[src/rtl/if_id_reg_pkg.sv]
// Shared constants and the D-stage payload type for the IF/ID pipeline register.
package if_id_reg_pkg;

    localparam int unsigned XLEN    = 32;
    localparam int unsigned EXC_W   = 5;

    localparam logic [XLEN-1:0]  PC_RESET = 32'h0000_3000;
    localparam logic [XLEN-1:0]  IM_LO    = 32'h0000_3000;
    localparam logic [XLEN-1:0]  IM_HI    = 32'h0000_6FFC;
    localparam logic [EXC_W-1:0] EXC_NONE = 5'd0;
    localparam logic [EXC_W-1:0] EXC_ADEL = 5'd4;
    localparam logic [XLEN-1:0]  NOP      = 32'h0000_0000;

    typedef struct packed {
        logic [XLEN-1:0]  pc;
        logic [XLEN-1:0]  instr;
        logic             bd;
        logic [EXC_W-1:0] exc_code;
        logic             valid;
    } d_stage_t;

    localparam d_stage_t D_RESET = '{
        pc:       PC_RESET,
        instr:    NOP,
        bd:       1'b0,
        exc_code: EXC_NONE,
        valid:    1'b0
    };

endpackage

[src/rtl/fetch_exc_chk.sv]
// Combinational instruction-address check: flags AdEL for misaligned or out-of-IM addresses.
module fetch_exc_chk
    import if_id_reg_pkg::*;
(
    input  logic [XLEN-1:0] pcF,
    output logic            adel
);

    always_comb begin
        adel = 1'b0;
        if ((pcF[1:0] != 2'b00) || (pcF < IM_LO) || (pcF > IM_HI)) begin
            adel = 1'b1;
        end
    end

endmodule

[src/rtl/if_id_reg.sv]
// IF/ID pipeline register with stall, flush, fetch-address exception tagging and stall counter.
module if_id_reg
    import if_id_reg_pkg::*;
(
    input  logic              clk,
    input  logic              reset,
    input  logic              en,
    input  logic              flush,
    input  logic [XLEN-1:0]   pcF,
    input  logic [XLEN-1:0]   instrF,
    input  logic              bdF,
    output logic [XLEN-1:0]   pcD,
    output logic [XLEN-1:0]   instrD,
    output logic              bdD,
    output logic [EXC_W-1:0]  excCodeD,
    output logic              validD,
    output logic [XLEN-1:0]   stallCnt
);

    // Power-up contents match the reset contents.
    d_stage_t        d_q       = D_RESET;
    logic [XLEN-1:0] stall_q   = '0;
    d_stage_t        load_c;
    d_stage_t        bubble_c;
    logic            adel_c;

    fetch_exc_chk u_fetch_exc_chk (
        .pcF  (pcF),
        .adel (adel_c)
    );

    // Next D contents for a normal load and for a flush bubble.
    always_comb begin
        load_c          = D_RESET;
        load_c.pc       = pcF;
        load_c.bd       = bdF;
        load_c.valid    = 1'b1;
        load_c.instr    = adel_c ? NOP : instrF;
        load_c.exc_code = adel_c ? EXC_ADEL : EXC_NONE;

        bubble_c        = D_RESET;
        bubble_c.pc     = pcF;
    end

    // Priority: reset, flush, stall, load.
    always_ff @(posedge clk) begin
        if (reset) begin
            d_q     <= D_RESET;
            stall_q <= '0;
        end else if (flush) begin
            d_q     <= bubble_c;
        end else if (!en) begin
            stall_q <= stall_q + XLEN'(1);
        end else begin
            d_q     <= load_c;
        end
    end

    assign pcD      = d_q.pc;
    assign instrD   = d_q.instr;
    assign bdD      = d_q.bd;
    assign excCodeD = d_q.exc_code;
    assign validD   = d_q.valid;
    assign stallCnt = stall_q;

endmodule

[config.mk]
export PLATFORM = sky130hd
export DESIGN_NAME = if_id_reg
export DESIGN_NICKNAME = d
export VERILOG_FILES = /design/src/rtl/if_id_reg_pkg.sv /design/src/rtl/fetch_exc_chk.sv /design/src/rtl/if_id_reg.sv
export SDC_FILE = /design/constraint.sdc
export NUM_CORES = 1
export LEC_CHECK = 0
export CAP_MARGIN = 20
export CORE_ASPECT_RATIO = 0.8
export CORE_UTILIZATION = 32
export DETAILED_ROUTE_END_ITERATION = 16
export PLACE_DENSITY = 0.68
export SYNTH_ARGS = -nofsm -noshare
export SYNTH_HDL_FRONTEND = slang
export SYNTH_SLANG_ARGS = --single-unit
[constraint.sdc]
create_clock -name clk -period 1.9 [get_ports clk]
set_input_delay 0.38 -clock clk [delete_from_list [all_inputs] [get_ports clk]]
set_output_delay 0.38 -clock clk [all_outputs]
set_load 0.05 [all_outputs]
==> metrics.txt, run 1 <==
worst hold path type=input port to flip-flop; most frequent cells in the layout=nand2_1 (105), clkdlybuf4s50_1 (83), dfxtp_1 (81); FF+latch count, synth=just under 100; final cycle utilization of the critical path=0.993; Finished Core Util=0.531; Clock Tree Buf Depth=2; total CTS buffers=9; Root Buffer=clkbuf_16; Cells after Synth=515; total track usage=0.184; critical-path cell list=nor4bb_4 -> buf_4 -> nand4_1 -> buf_6 -> or4_1 -> a21oi_1; fin cells=867; sequential share of the synthesized area=0.469; pwr/cell area=between 600 and 700 mW/mm²; total wire length=~14000 µm; gr ovfl total=0; effective utilization at floorplan=0.329; ys flop type=dfxtp_1; first-pass GRT wire length=approximately 20000 µm; Setup TNS=0 ns; Syn Area/Cell=slightly above 8 µm²; routed via count=between 4000 and 5000; VDD IR max=~0.41 mV; FFs w/ async S/R, synth=0; RSZ-0062 raised after global routing=yes; final hold vios=0; CP delay by family, top=simple AND/OR/NAND/NOR gates; DIE WIDTH=between 100 and 150 µm; dpl cells=between 800 and 900; HPWL after DPL=between 8000 and 9000 µm; antenna fix cells=0; vias per cell=approximately 5; Clock transition at path regs=around 0.070 ns; final worst setup slack=between 0.01 and 0.015 ns; row cnt=37; CP Launch Type=flip-flop; clk_skew=approximately 0.0071 ns; pre-CTS setup slack=-0.490 ns; hold buffer count at cts=0; DRT antenna net count=0; core footprint=0.0129 mm²; final critical-path required period=1.89 ns; CTS tree=built; 1st-pass router iterations=4; initial DRC count=roughly 300; status=complete, no violations; gp weighted congestion=0.754; most common cell after layout, fill and taps aside=nand2_1; FMAX=~0.53 GHz; Area after DPL=about 0.0061 mm²; I/O Pins=approximately 170; WS Path Type=flip-flop to flip-flop; Clock Latency Late Sink=approximately 0.34 ns; number of global-route vias before repair=slightly above 4000; initial antenna violation count=0; Max Slew Vio Count=0; Nets=about 760; required time of the critical path=approximately 2.2 ns; critical-path maximum fanout=7; Tightest Pin Transition=0.532 ns; slew margin rel.=0.645; share of cells above drive strength 1=0.210; Ys Warns=0; number of port buffers=between 150 and 200; CTS H-tree lvls=3; leak pwr=about 3.0 nW; CP Data Arrival Time=roughly 2.2 ns; residual DRC count=0; crit path capture type=flip-flop; post-synth cell types=39; area of the mapped netlist=0.00423 mm²; Max Cap Violations=0; fill count=between 1000 and 1500; finished layout cell area=between 0.006 and 0.007 mm²; DIE AREA=0.0137 mm²; routed len/inst=approximately 16 µm; Slowest Stage Delay on Critical Path=about 0.48 ns; final setup vio count=0; floorplan die height=105 µm; TritonCTS Sinks=99; critical path's slowest cell=or4_1; largest net degree at the start of global routing=37; Post-synth EDFFs=0; number of buffers and inverters on the critical path=2; Area growth, synth to finish=61.5%
path summary, 6_finish.rpt:
check	start	to	slack, ns	cells past startpoint
max reg2reg	stallCnt[2]$_SDFFE_PP0P_	stallCnt[30]$_SDFFE_PP0P_	0.01	6
min	reset	excCodeD[2]$_SDFFE_PP0P_	0.28	2
min reg2reg	pcD[22]$_SDFFE_PP0N_	pcD[22]$_SDFFE_PP0N_	0.45	2
max	stallCnt[2]$_SDFFE_PP0P_	stallCnt[30]$_SDFFE_PP0P_	0.01	6
metal layers:
layer | track usage | routed length [µm]
met2 | 0.308 | 6590
met3 | 0.0466 | 811
met4 | 0.0525 | 172
met5 | 0 | 0
met1 | 0.231 | 5960
per-stage QoR:
stage	hold slack, ns	total power [W]
final	0.275	0.00456
after global routing	0.268	0.00472
after CTS	0.254	0.00461
after detailed placement	0.443	0.00280
after global placement	0.437	0.00278
after floorplan	0.459	0.00251
sequential cells by signal (all words and copies together) (netlist names):
name      flops
bdD           1
validD        1
instrD       32
stallCnt     32
pcD          32
excCodeD      1
power breakdown:
group	internal, W	switching (W)
Clock	0.00101	0.000791
Sequential	0.00211	0.0000270
Combinational	0.000252	0.000369
logic make-up after synthesis:
family / share of synthesized area
xor+xnor: 0.0186
fa+ha+maj: 0.00296
other cells: 0.000887
buf+inv: 0.0805
simple gates: 0.255
flops: 0.469
mux: 0.00237
compound gates: 0.171
area by class of cell:
class | count | area [µm²] | area share
clock buffer | 10 | 229 | 0.0335
inverter | 37 | 139 | 0.0203
sequential | 99 | 2030 | 0.297
multi-input combinational | 341 | 2180 | 0.320
tap | 175 | 219 | 0.0321
clock inverter | 6 | 55.1 | 0.00806
timing repair buffer | 199 | 1970 | 0.289
cells in the mapped netlist (3+ instances only):
master    count  area (µm²)
nand2_1     105         394
dfxtp_1      99        1980
a21oi_1      53         265
inv_1        37         139
and2_1       35         219
clkbuf_1     34         128
o32ai_1      32         280
o31ai_1      15         113
or4_1        15         113
nor2_1       13        48.8
nand3_1      11        55.1
nand4_1       7        43.8
o21ai_0       7        35.0
or3_1         7        43.8
xor2_1        7        61.3
buf_4         5        37.5
nor4_1        4        25.0
and4_1        3        26.3
what timing repair did:
item | 4_1_cts | 5_1_grt
setup buffers | 2 | 7
endpoints found under the setup margin | 23 | 76
pin swaps | 2 | 19
gates cloned | 2 | 6
gates resized for setup | 11 | 78
No activity file was read; power rests on OpenSTA's default activity.
==> run 2, diff against run 1 <==
CTS_CLUSTER_SIZE = 14   (was default)
==> results of run 2 <==
Final layout, timing and power as in run 1 (identical DEF).
==> run 3, diff against run 2 <==
CORE_UTILIZATION = 39   (was 32)
PLACE_DENSITY = 0.8   (was 0.68)
SETUP_SLACK_MARGIN = 0.02   (was default)
==> metrics.txt, run 3 (synthesis results as in run 1) <==
Clock Tree Buf Depth=2; DRT antenna net count=0; crit path capture type=flip-flop; final setup vio count=0; FF-to-FF setup slack=0.01 ns; number of buffers and inverters on the critical path=0; Area growth, synth to finish=56.2%; critical-path cell list=nand4_1 -> or4_4 -> or4_4 -> a21oi_2; Crit path top cell by count=or4_4; most common cell after layout, fill and taps aside=nand2_1; FF-to-FF End=stallCnt[28]$_SDFFE_PP0P_; vias per cell=approximately 5.3; CTS H-tree lvls=3; DIE AREA=0.0113 mm²; routed len/inst=between 15 and 20 µm; fin cells=between 800 and 900; HPWL after DPL=about 8400 µm; initial antenna violation count=0; dpl cells=about 800; Max Cap Violations=0; finished layout cell area=about 0.0066 mm²; WS Path Type=flip-flop to flip-flop; gp weighted congestion=0.810; Critical Path Stages=4; Slowest Stage Delay on Critical Path=between 0.5 and 0.6 ns; gr ovfl total=0; share of cells above drive strength 1=0.178; pwr/cell area=just over 700 mW/mm²; Worst Reg-to-Reg Cells=4; total track usage=0.210; final hold vios=0; CP Data Arrival Time=2.15 ns; total wire length=about 13000 µm; status=complete, no violations; final critical-path required period=roughly 1.9 ns; origin of the worst setup path=stallCnt[15]$_SDFFE_PP0P_; total CTS buffers=9; row cnt=33; 1st-pass router iterations=4; clk_skew=a little under 0.01 ns; critical-path maximum fanout=6; initial DRC count=256; number of global-route vias before repair=between 4000 and 5000; RSZ-0062 raised after global routing=yes; required time of the critical path=2.16 ns; floorplan die height=around 95 µm; number of port buffers=~170; critical path's slowest cell=or4_4; DIE WIDTH=~120 µm; slew margin rel.=0.648; residual DRC count=0; Clock transition at path regs=approximately 0.070 ns; Clock Latency Late Sink=approximately 0.34 ns; VDD IR max=about 0.65 mV; FMAX=between 0.5 and 0.6 GHz; leak pwr=~3.1 nW; CTS tree=built; TritonCTS Sinks=99; antenna fix cells=0; Worst Setup EP=stallCnt[28]$_SDFFE_PP0P_; core footprint=between 0.01 and 0.015 mm²; final cycle utilization of the critical path=0.995; routed via count=4359; Tightest Pin Transition=about 0.53 ns; I/O Pins=172; CP Launch Type=flip-flop; effective utilization at floorplan=0.406; Max Slew Vio Count=0; Root Buffer=clkbuf_16; most frequent cells in the layout=nand2_1 (105), dfxtp_1 (79), clkdlybuf4s50_1 (68); final hold slack=roughly 0.45 ns; largest net degree at the start of global routing=roughly 50; CP delay by family, top=simple AND/OR/NAND/NOR gates; worst hold path type=flip-flop to flip-flop; critical register-to-register path startpoint=stallCnt[15]$_SDFFE_PP0P_; Nets=approximately 760; Area after DPL=approximately 0.0061 mm²; first-pass GRT wire length=19300 µm
==> run 3: cell types whose count changed in the layout (fill, tap and decap cells not counted), sizes merged <==
cell           change
clkbuf             -3
clkdlybuf4s50     -15
bufinv             +1
clkinvlp           +1
dlygate4sd2       +21
inv                -1
buf                -5
nand4              -1
==> run 3: cell type report <==
class | count | area (µm²)
clock inverter | 7 | 92.6
fill | 912 | 3800
sequential | 99 | 2030
inverter | 37 | 139
multi-input combinational | 340 | 2020
tap | 140 | 175
timing repair buffer | 198 | 1920
clock buffer | 9 | 225
==> run 3: tightest hold or removal path, cell delays in order, from the launching register on <==
cell	delay (ns)
dfxtp_1	0.31
nand2_1	0.05
a21oi_1	0.05
==> run 3: what timing repair did <==
item                                    in CTS  in global routing
resized for setup                           32                 56
hold buffers                                 0                  0
setup buffers                                2                  7
pin swaps                                    9                 13
cloned                                       1                  1
endpoints found under the setup margin      46                 58
==> run 3: per-layer routing <==
layer,GRT usage,vias up,part of all wire
li1,-,2124,-
met1,0.246,2084,0.42
met2,0.378,126,0.51
met3,0.0514,25,0.048
met4,0.0728,0,0.020
met5,0,-,0
==> run 3: power breakdown <==
group | internal (W) | switching, W | total, W
Combinational | 0.000246 | 0.000356 | 0.000602
Clock | 0.00115 | 0.000780 | 0.00193
Sequential | 0.00211 | 0.0000252 | 0.00213
Total | 0.00350 | 0.00116 | 0.00466
==> run 3: worst min-delay path by stage <==
stage | start | endpoint | slack [ns] | cells after the start
after global placement | pcD[30]$_SDFFE_PP0N_ | pcD[30]$_SDFFE_PP0N_ | 0.44 | 2
after floorplan | flush | bdD$_SDFFE_PP0P_ | 0.46 | 1
after CTS | reset | pcD[17]$_SDFFE_PP0N_ | 0.44 | 2
after detailed placement | pcD[7]$_SDFFE_PP0N_ | pcD[7]$_SDFFE_PP0N_ | 0.44 | 2
after global routing | flush | bdD$_SDFFE_PP0P_ | 0.46 | 3
final | pcD[2]$_SDFFE_PP0N_ | pcD[2]$_SDFFE_PP0N_ | 0.45 | 2
==> run 3: metrics by stage <==
| step | power [W] | util | worst slack, ns | setup TNS [ns] |
|---|---|---|---|---|
| 2_1_floorplan | 0.00251 | - | 0.0216 | 0 |
| 3_3_place_gp | 0.00278 | 0.583 | -0.405 | -12.44 |
| 3_5_place_dp | 0.00279 | 0.583 | -0.432 | -14.18 |
| 4_1_cts | 0.00473 | 0.613 | 0.00789 | 0 |
| 5_1_grt | 0.00483 | 0.635 | -0.0426 | -0.145 |
| 6_report | 0.00466 | 0.635 | 0.00982 | 0 |
